[src/rtl/ram_line_master_pkg.sv]
// Shared defaults, FSM state encodings and byte-lane helper for the line RAM requester.
package ram_line_master_pkg;

    localparam int unsigned DW_DEF   = 128;
    localparam int unsigned AW_DEF   = 16;
    localparam int unsigned PA_W_DEF = 32;

    localparam logic [1:0] ST_IDLE     = 2'd0;
    localparam logic [1:0] ST_RD_WAIT  = 2'd1;
    localparam logic [1:0] ST_RMW_WAIT = 2'd2;
    localparam logic [1:0] ST_RESP     = 2'd3;

    function automatic int unsigned lanes(input int unsigned dw);
        return dw / 8;
    endfunction

endpackage

[src/rtl/line_byte_merge.sv]
// Per-byte select between the line read from RAM and new write data.
module line_byte_merge
    import ram_line_master_pkg::*;
#(
    parameter int unsigned DW = DW_DEF
) (
    input  logic [DW-1:0]        i_old,
    input  logic [DW-1:0]        i_new,
    input  logic [lanes(DW)-1:0] i_mask,
    output logic [DW-1:0]        o_merged
);

    always_comb begin
        o_merged = i_old;
        for (int b = 0; b < int'(lanes(DW)); b++) begin
            if (i_mask[b]) begin
                o_merged[b*8 +: 8] = i_new[b*8 +: 8];
            end
        end
    end

endmodule

[src/rtl/ram_line_master.sv]
// Requester for the single-port line RAM: valid/ready request and response channels,
// byte-masked writes done as read-modify-write, one request outstanding.
module ram_line_master
    import ram_line_master_pkg::*;
#(
    parameter int unsigned DW   = DW_DEF,
    parameter int unsigned AW   = AW_DEF,
    parameter int unsigned PA_W = PA_W_DEF
) (
    input  logic                 clk,
    input  logic                 rst_n,
    input  logic                 req_valid,
    output logic                 req_ready,
    input  logic                 req_wr,
    input  logic [PA_W-1:0]      req_addr,
    input  logic [DW-1:0]        req_wdata,
    input  logic [lanes(DW)-1:0] req_wmask,
    output logic                 resp_valid,
    input  logic                 resp_ready,
    output logic [DW-1:0]        resp_rdata,
    output logic                 resp_err,
    output logic [AW-1:0]        ram_addr,
    output logic                 ram_ren,
    output logic                 ram_wen,
    output logic [DW-1:0]        ram_wdata,
    input  logic [DW-1:0]        ram_rdata
);

    localparam int unsigned NB = lanes(DW);

    logic [1:0]    r_state;
    logic [DW-1:0] r_resp_rdata;
    logic          r_resp_err;
    logic [AW-1:0] r_idx;
    logic [DW-1:0] r_wdata;
    logic [NB-1:0] r_wmask;

    logic [1:0]    w_state_d;
    logic [DW-1:0] w_rdata_d;
    logic          w_err_d;
    logic [AW-1:0] w_idx_d;
    logic [DW-1:0] w_wdata_d;
    logic [NB-1:0] w_wmask_d;

    logic          w_accept;
    logic          w_oor;
    logic          w_mask_full;
    logic          w_mask_zero;
    logic          w_partial;
    logic          w_rmw;
    logic [AW-1:0] w_req_idx;
    logic [DW-1:0] w_merged;
    logic          w_unused;

    assign w_unused = ^req_addr[3:0];

    if (PA_W > AW + 4) begin : g_hi_bits
        assign w_oor = |req_addr[PA_W-1:AW+4];
    end else begin : g_no_hi_bits
        assign w_oor = 1'b0;
    end

    assign w_req_idx   = req_addr[AW+3:4];
    assign w_mask_full = &req_wmask;
    assign w_mask_zero = ~|req_wmask;
    assign w_partial   = req_wr & ~w_mask_full & ~w_mask_zero;

    assign req_ready = (r_state == ST_IDLE) & rst_n;
    assign w_accept  = req_valid & req_ready;
    assign w_rmw     = (r_state == ST_RMW_WAIT);

    // Strobes are gated by rst_n so a reset mid-RMW never completes the write.
    assign ram_ren   = w_accept & ~w_oor & (~req_wr | w_partial);
    assign ram_wen   = rst_n & (w_rmw | (w_accept & ~w_oor & req_wr & w_mask_full));
    assign ram_addr  = w_rmw ? r_idx : w_req_idx;
    assign ram_wdata = w_rmw ? w_merged : req_wdata;

    assign resp_valid = (r_state == ST_RESP);
    assign resp_rdata = r_resp_rdata;
    assign resp_err   = r_resp_err;

    line_byte_merge #(
        .DW (DW)
    ) u_merge (
        .i_old    (ram_rdata),
        .i_new    (r_wdata),
        .i_mask   (r_wmask),
        .o_merged (w_merged)
    );

    always_comb begin
        w_state_d = r_state;
        w_rdata_d = r_resp_rdata;
        w_err_d   = r_resp_err;
        w_idx_d   = r_idx;
        w_wdata_d = r_wdata;
        w_wmask_d = r_wmask;
        case (r_state)
            ST_IDLE: begin
                if (w_accept) begin
                    w_rdata_d = '0;
                    w_err_d   = w_oor;
                    if (w_oor) begin
                        w_state_d = ST_RESP;
                    end else if (!req_wr) begin
                        w_state_d = ST_RD_WAIT;
                    end else if (w_partial) begin
                        w_state_d = ST_RMW_WAIT;
                        w_idx_d   = w_req_idx;
                        w_wdata_d = req_wdata;
                        w_wmask_d = req_wmask;
                    end else begin
                        w_state_d = ST_RESP;
                    end
                end
            end
            ST_RD_WAIT: begin
                w_rdata_d = ram_rdata;
                w_state_d = ST_RESP;
            end
            ST_RMW_WAIT: begin
                w_state_d = ST_RESP;
            end
            ST_RESP: begin
                if (resp_ready) begin
                    w_state_d = ST_IDLE;
                end
            end
            default: begin
                w_state_d = ST_IDLE;
            end
        endcase
    end

    always_ff @(posedge clk) begin
        if (!rst_n) begin
            r_state      <= ST_IDLE;
            r_resp_rdata <= '0;
            r_resp_err   <= 1'b0;
            r_idx        <= '0;
            r_wdata      <= '0;
            r_wmask      <= '0;
        end else begin
            r_state      <= w_state_d;
            r_resp_rdata <= w_rdata_d;
            r_resp_err   <= w_err_d;
            r_idx        <= w_idx_d;
            r_wdata      <= w_wdata_d;
            r_wmask      <= w_wmask_d;
        end
    end

endmodule
[config.mk]
export PLATFORM = sky130hd
export DESIGN_NAME = ram_line_master
export DESIGN_NICKNAME = d
export VERILOG_FILES = /design/src/rtl/ram_line_master_pkg.sv /design/src/rtl/line_byte_merge.sv /design/src/rtl/ram_line_master.sv
export SDC_FILE = /design/constraint.sdc
export NUM_CORES = 1
export LEC_CHECK = 0
export BUFFER_PORTS_ARGS = -buffer_cell sky130_fd_sc_hd__buf_4
export CAP_MARGIN = 20
export CORE_AREA = 10 10 219 221
export CTS_CLUSTER_DIAMETER = 100
export DETAILED_ROUTE_END_ITERATION = 8
export DIE_AREA = 0 0 229 231
export MAX_ROUTING_LAYER = met4
export PLACE_DENSITY_LB_ADDON = 0.05
export SLEW_MARGIN = 25
export SYNTH_ARGS = -nofsm -noshare
export SYNTH_HDL_FRONTEND = slang
export SYNTH_SLANG_ARGS = --single-unit
[constraint.sdc]
create_clock -name clk -period 2.4 [get_ports clk]
set_clock_uncertainty 0.1 [all_clocks]
set_input_delay 0.12 -clock clk [delete_from_list [all_inputs] [get_ports clk]]
set_output_delay 0.12 -clock clk [all_outputs]
set_load 0.02 [all_outputs]
### After elaboration in Yosys (flattened, before gate mapping)

Cells that the tools add are included.

* bits in registers: 291
* bits in latches: 0
* memory bits (writable): 0
* ROM bits: 0
* input bits: 309
* output and inout port bits: 277
* logic and storage cells: 61
* memories kept: 0

* $add $sub $neg: 0
* multiply operators: 0
* div/mod/pow operators: 0
* $lt $le $gt $ge: 0
* equality and inequality tests: 5
* shifts and indexed selects: 0
* multiplexer cells: 26
* bitwise gates (word level): 14
* reduce and logical (&&, ||, !) cells: 10

Operators with widths (count)
* 128-bit 2-to-1 mux: 2
* 128-bit one-hot mux with 2 select lines: 1
* 8-bit 2-to-1 mux: 16
* 16-bit 2-to-1 mux: 1
* 16-bit AND reduction: 1
* 16-bit OR reduction: 1
* 12-bit OR reduction: 1
* 1-bit AND: 9
* 2-bit 2-to-1 mux: 4
* 2-bit one-hot mux with 3 select lines: 1
* 2-bit AND reduction: 3
* 5-bit AND reduction: 1
* 2-bit equality test, second input constant: 2
* 1-bit NOT: 3
* 2-bit by 1-bit equality test with 1-bit output, second input constant: 1
* 2-bit logical NOT: 1
* 2-bit by 1-bit != test with 1-bit output, second input constant: 1
* 2-bit != test, second input constant: 1
* 1-bit bitwise OR: 2
* 2-bit nonzero test: 1
* 2-bit OR reduction: 1
* 1-bit 2-to-1 mux: 1

### Longest topological paths before layout

Gate-level depths: netlist of run 1.

* depth in word-level cells: 9
* gate-level depth with buffers: 9
* mapped depth without buffers: 6

### Hierarchy

From an unflattened synthesis of run 1, not the netlist that was laid out.

* cells, all modules: 1474
* area total of the unflattened synthesis: 14147.3 sq um

By module, submodules not included
* ram_line_master: times used 1, cells each 1330, area each 12525.8 sq um, sequential area each 5825.6 sq um
* line_byte_merge: times used 1, cells each 144, area each 1621.6 sq um, sequential area each 0.0 sq um

### Least setup slack after synthesis of run 1

OpenSTA, ideal clock, no wires.

* kind: register to register
* start point: register r_state[0]
* end point: register r_resp_rdata[51] (netlist: resp_rdata[51])
* setup time: 0.065 ns
* data arrival time: 1.717 ns
* required time: 2.235 ns
* path slack: 0.518 ns
* stages on the path, launching flop included: 9
* path buffers: 2
* period minus slack after synthesis: 1.882 ns
* path through: dfxtp_1 -> inv_1 -> ha_1 -> and3_1 -> a21oi_1 -> clkbuf_1 -> clkbuf_1 -> a22oi_1 -> nor2_1

* cells in the longest elaborated chain, start to end: 5
* elaborated cells between the ends (all ways): 8
* classes of those cells: eq/ne: 2; mux: 1; bitwise: 2; reduce/logical: 3

RTL lines
* start: declaration: RTL line ram_line_master.sv:31 `logic [1:0] r_state;`
* start signal: assignment: RTL line ram_line_master.sv:144 `r_state <= w_state_d;`
* 2-bit logical NOT: RTL line ram_line_master.sv:68, ram_line_master.sv:98
* 1-bit AND: RTL line ram_line_master.sv:68 `assign req_ready = (r_state == ST_IDLE) & rst_n;`
* 1-bit AND: RTL line ram_line_master.sv:69 `assign w_accept = req_valid & req_ready;`
* 2-bit != test (no source line)
* 2-bit AND reduction (no source line)
* end signal: assignment: RTL line ram_line_master.sv:145 `r_resp_rdata <= w_rdata_d;`
* end: declaration: RTL line ram_line_master.sv:32 `logic [DW-1:0] r_resp_rdata;`

Parallel ways exist; a longest one is shown, timed or not.
A chain may end at the register's enable or synchronous reset.

### Worst setup path after layout of run 1

* start point: input port req_wmask[13]
* end point: output port ram_ren

* cells in the longest elaborated chain, start to end: 6
* elaborated cells between the ends (all ways): 7
* classes of those cells: bitwise: 5; reduce/logical: 2

RTL lines
* start: declaration: RTL line ram_line_master.sv:17 `input logic [lanes(DW)-1:0] req_wmask,`
* 16-bit AND reduction: RTL line ram_line_master.sv:64 `assign w_mask_full = &req_wmask;`
* 1-bit NOT: RTL line ram_line_master.sv:66 `assign w_partial = req_wr & ~w_mask_full & ~w_mask_zero;`
* 1-bit AND: RTL line ram_line_master.sv:66
* 1-bit AND (*): RTL line ram_line_master.sv:66
* 1-bit bitwise OR (*): RTL line ram_line_master.sv:73 `assign ram_ren = w_accept & ~w_oor & (~req_wr | w_partial);`
* 1-bit AND (*): RTL line ram_line_master.sv:73
* end: declaration: RTL line ram_line_master.sv:23 `output logic ram_ren,`

Every way passes the cells marked *; elsewhere a longest branch is shown, timed or not.

==> flow_metrics.env, run 1 <==
export IMPL_startpoint_type="input port"
export IMPL_grt_pass1_vias=14770
export IMPL_hold_violations=0
export IMPL_hold_path_class="input port to flop"
export IMPL_dieArea_um2=52900
export IMPL_clock_path_buffers=3
export IMPL_final_common_cell="buf_4"
export IMPL_yosysWarnings=0
export IMPL_worstMarginPinSlew_ps=882.7
export IMPL_p_leak_uw=0.009402
export IMPL_max_cap_viol_count=0
export IMPL_final_nets=2739
export IMPL_grt_pass1_wl_um=91560
export IMPL_crit_type="input port to output port"
export IMPL_die_h_um=231
export IMPL_n_fill_cell=4125
export IMPL_critPathMaxFanout=3
export IMPL_finalCriticalPeriod_ps=2332
export IMPL_first_pass_iters=5
export IMPL_cpMostUsedCell="buf_4"
export IMPL_end_kind="output port"
export IMPL_worstHoldStart="req_addr[20]"
export IMPL_rsz0062_at_grt="true"
export IMPL_io_buffer_count=581
export IMPL_drtAntennaViolNets=0
export IMPL_cpPeakStageDelay_ps=590
export IMPL_synthCells=1616
export IMPL_final_cell_mix="buf_4, nand2_1, dlygate4sd3_1"
export IMPL_gp_congestion=0.8439
export IMPL_p_per_area_nw_per_um2=867.6
export IMPL_r2r_start="r_state[1]"
export IMPL_drt_initial_drc_count=898
export IMPL_synth_area_um2=13660
export IMPL_cts_sinks=291
export IMPL_area_delta_synth_final_pct=68.73
export IMPL_cts_reportedPaths_clkPinSlew_ps=60
export IMPL_drc_errors=0
export IMPL_start_util_pct=31.23
export IMPL_row_count=77
export IMPL_insertion_delay_ps=540
export IMPL_synth_fp_nets=1930
export IMPL_syn_area_per_cell_um2=8.452
export IMPL_htree_num_levels=2
export IMPL_cts_tree="done"
export IMPL_ioPinCount=586
export IMPL_crit_family="buffers and inverters"
export IMPL_slew_viol_final=0
export IMPL_grt_ovfl_total=0
export IMPL_ys_types=30
export IMPL_ir_drop_v=0.0005224
export IMPL_cts_root_buf="clkbuf_16"
export IMPL_cp_slowest_cell="dlygate4sd3_1"
export IMPL_dpl_cell_area_um2=18520
export IMPL_grt_start_max_net_pins=155
export IMPL_core_um2=43740
export IMPL_antenna_found_initial=7
export IMPL_fin_util_pct=52.69
export IMPL_cp_buffers_inverters=4
export IMPL_slew_headroom_pct=41.15
export IMPL_avgViaCountPerCell=4.804
export IMPL_arrival_ps=2110
export IMPL_final_area_um2=23050
export IMPL_clock_fmax_ghz=0.4288
export IMPL_finalSetupViolations=0
export IMPL_yosysSeqAreaShare_pct=42.65
export IMPL_status="complete, no violations"
export IMPL_worst_ep_required_time_ps=2180
export IMPL_drive_gt1_share_pct=28.97
export IMPL_num_vias=14660
export IMPL_routedWlPerCell_um=20.53
export IMPL_chipWidth_um=229
export IMPL_fin_crit_sh_pct=97.16
export IMPL_cp_cell_sequence="dlygate4sd3_1 -> buf_4 -> nand4_1 -> nor4_4 -> buf_4 -> o21ai_0 -> and3_1 -> buf_4"
export IMPL_dp_hpwl_um=43860
export IMPL_routed_wl_um=62630
export IMPL_fin_setup_tns_ps=0
export IMPL_cts_buffers=37
export IMPL_ys_ff_latch=291
export IMPL_startpoint="req_wmask[13]"
export IMPL_grtUsageTotal_pct=22.59
[metal layers]
layer	wire length [um]	vias up	GRT usage (%)
met3	3884	81	5.899
met1	26250	6982	25.91
met4	1583	0	6.807
li1	-	7151	-
met5	0	-	-
met2	30920	444	38.15
[registers in the layout, summed over array words and instances, names as in the netlist]
register / flops
r_wdata: 128
resp_rdata: 128
r_idx: 16
r_wmask: 16
r_state: 2
resp_err: 1
[cell families after synthesis]
group / share of synthesized area (%)
multiplexers: 22.43
flip-flops: 42.65
buffers and inverters: 5.130
AND/OR/NAND/NOR: 17.02
AO/OA/AOI/OAI: 12.31
adder cells (fa/ha/maj): 0.4580
[timing repair]
item	4_1_cts	5_1_grt
endpoints found under the setup margin	40	162
hold endpoints to repair	291	0
resized for setup	29	11
pin swaps	1	1
setup buffers	0	6
hold buffers	294	0
gates cloned	1	3
[cell type report]
type	instances	area, um2	area share [%]
tap	592	740.7	3.214
inverter	6	25.02	0.1086
antenna	8	20.02	0.08687
clock buffer	56	1120	4.859
timing repair buffer	912	7919	34.36
multi-input combinational	1177	7271	31.55
sequential	291	5827	25.28
clock inverter	9	123.9	0.5375
[Yosys cell counts (all sizes together)]
library cell	count	area, um2
mux2	16	180.2
a21boi	1	7.510
nand4	4	25.02
a21oi	131	655.6
a211oi	1	7.510
a31oi	2	12.51
clkbuf	118	442.9
a41oi	1	8.760
nand2b	1	6.260
buf	24	235.2
nand2	321	1205
dfxtp	291	5826
o41ai	1	8.760
ha	5	62.56
inv	5	18.77
nor4	9	81.33
o21ai	4	20.02
clkinv	1	3.750
nor2	258	968.4
nand3	1	5.000
and3	3	18.77
and4	1	8.760
nor2b	1	6.260
a22oi	128	960.9
mux2i	288	2883
[path summary, 6_finish.rpt]
path	endpoint	slack, ps	cells after the start
worst max register to register	r_state[1]	150	8
worst min register to register	r_wdata[65]	360	2
worst max-delay path	ram_ren	70	8
worst min-delay path	r_state[0]	250	6
[metrics by stage]
| stage | total power (uW) | worst slack (ps) | std cells | hold WS (ps) |
|---|---|---|---|---|
| floorplan | 9606 | 517.9 | 1616 | 162.1 |
| global placement | 13410 | -130.5 | 2674 | 281.3 |
| detailed placement | 13450 | -184.3 | 2674 | 286.0 |
| CTS | 19980 | -30.55 | 3034 | 176.8 |
| global route | 20900 | -30.60 | 3050 | 256.3 |
| finish | 19990 | 68.10 | 3051 | 247.2 |
[worst min-delay path, cell delays in order]
cell	delay [ps]
buf_4	80
nor4_2	30
nand3_1	230
buf_4	170
o41ai_1	70
a31oi_1	140
[where the power goes]
part,switching [uW],leakage [uW],internal [uW]
Clock,2240,0.000615,3530
Combinational,5110,0.00643,3640
Sequential,228,0.00235,5240
Total,7580,0.00940,12400
Note: power is estimated with default switching activity, not from simulation.
==> run 2, diff against run 1 <==
REMOVE_ABC_BUFFERS = 1   (was default)
clock period = 2.35 ns   (was 2.4 ns; I/O delays follow)
==> run 2 against run 1 <==
  * Die area did not move
  * Via count up 0.37%
  * Wire length up 0.34%
  * Critical path depth is 3 lower
  * Sequential power is 2% higher
  * Setup slack better by 27 ps
  * Cell count about the same
  * Largest cell class unchanged
==> flow_metrics.env, run 2 (synthesis gave the netlist of run 1 again) <==
export IMPL_status="complete, no violations"
export IMPL_max_cap_viol_count=0
export IMPL_final_common_cell="buf_4"
export IMPL_final_area_um2=23060
export IMPL_final_cell_mix="buf_4, nand2_1, dlygate4sd3_1"
export IMPL_gp_congestion=0.8361
export IMPL_slew_headroom_pct=47.03
export IMPL_arrival_ps=2040
export IMPL_critPathMaxFanout=36
export IMPL_dp_hpwl_um=43530
export IMPL_rsz0062_at_grt="true"
export IMPL_routed_wl_um=62840
export IMPL_setup_ws_ps=95.51
export IMPL_hold_violations=0
export IMPL_avgViaCountPerCell=4.827
export IMPL_drc_errors=0
export IMPL_grt_pass1_wl_um=93840
export IMPL_start_util_pct=31.23
export IMPL_fin_util_pct=52.71
export IMPL_fin_crit_sh_pct=95.94
export IMPL_worst_ep_required_time_ps=2130
export IMPL_drt_initial_drc_count=851
export IMPL_antenna_found_initial=5
export IMPL_dpl_cell_area_um2=18570
export IMPL_end_kind="output port"
export IMPL_finalSetupViolations=0
export IMPL_grt_pass1_vias=15140
export IMPL_drive_gt1_share_pct=29.01
export IMPL_hold_path_class="input port to flop"
export IMPL_startpoint_type="flop"
export IMPL_post_place_ws_ps=-18.86
export IMPL_cts_sinks=291
export IMPL_htree_num_levels=2
export IMPL_grtUsageTotal_pct=23.14
export IMPL_die_h_um=231
export IMPL_final_nets=2739
export IMPL_ioPinCount=586
export IMPL_crit_type="flop to output port"
export IMPL_whs_ps=108.0
export IMPL_drtAntennaViolNets=0
export IMPL_worstMarginPinSlew_ps=794.6
export IMPL_cts_root_buf="clkbuf_16"
export IMPL_cts_reportedPaths_clkPinSlew_ps=50
export IMPL_grt_ovfl_total=0
export IMPL_dpl_cell_count=2675
export IMPL_fin_cells=3048
export IMPL_p_per_area_nw_per_um2=882.2
export IMPL_dieArea_um2=52900
export IMPL_p_leak_uw=0.009384
export IMPL_routedWlPerCell_um=20.62
export IMPL_clock_path_buffers=3
export IMPL_slew_viol_final=0
export IMPL_cts_tree="done"
export IMPL_insertion_delay_ps=540
export IMPL_cts_buffers=37
export IMPL_first_pass_iters=5
export IMPL_io_buffer_count=581
export IMPL_core_um2=43740
export IMPL_chipWidth_um=229
export IMPL_num_vias=14710
export IMPL_row_count=77
export IMPL_finalCriticalPeriod_ps=2254
export IMPL_clock_fmax_ghz=0.4436
export IMPL_grt_start_max_net_pins=161
export IMPL_ir_drop_v=0.0005974
export IMPL_area_delta_synth_final_pct=68.81
run 2: changes by cell type in the layout (fill, tap and decap cells not counted), sizes merged:
cell         change
clkinv           -4
bufbuf           +3
diode            -3
clkbuf           +2
buf              -1
bufinv           -1
dlygate4sd3      +1
run 2: layer usage:
layer	vias to the layer above	GRT usage, %	part of all wire [%]
met5	-	-	0
met4	0	8.504	3.3
met3	107	5.359	5.8
met2	433	38.12	49
met1	7022	27.16	42
li1	7150	-	-
run 2: worst paths after layout:
| kind | from | to | slack [ps] | cells after the start |
|---|---|---|---|---|
| worst max-delay path | r_state[0] | ram_addr[4] | 100 | 5 |
| worst min-delay path | req_addr[20] | resp_err | 110 | 4 |
| worst max register to register | r_state[1] | r_state[1] | 190 | 7 |
| worst min register to register | r_idx[3] | r_idx[3] | 350 | 2 |
run 2: area by class of cell:
type | count | area (um2)
sequential | 291 | 5828
fill | 4054 | 20680
tap | 592 | 740.7
inverter | 6 | 25.02
timing repair buffer | 912 | 7975
multi-input combinational | 1177 | 7222
clock inverter | 4 | 73.82
clock buffer | 61 | 1179
antenna | 5 | 12.51
run 2: critical path, stage by stage (launching register included):
cell	delay, ps
dfxtp_2	340
inv_2	90
ha_4	270
buf_16	250
mux2_2	370
buf_4	160
run 2: what timing repair did:
item / 4_1_cts / 5_1_grt
endpoints found under the setup margin: 60 / 46
gates cloned: 5 / 0
endpoints found under the hold margin: 291 / 0
hold buffers: 295 / 0
buffers inserted: 3 / 0
pin swaps: 1 / 0
gates resized for setup: 17 / 7
run 2: power breakdown:
part	internal, uW	switching (uW)
clock network	3630	2250
registers	5350	239
logic	3690	5180
total	12700	7670
run 2: per-stage QoR:
step | setup TNS [ps] | total power [uW]
5_1_grt | -59.94 | 21300
6_report | 0 | 20340
4_1_cts | 0 | 20610
3_3_place_gp | 0 | 13570
2_1_floorplan | -4476250 | 8927
3_5_place_dp | -81.38 | 13610
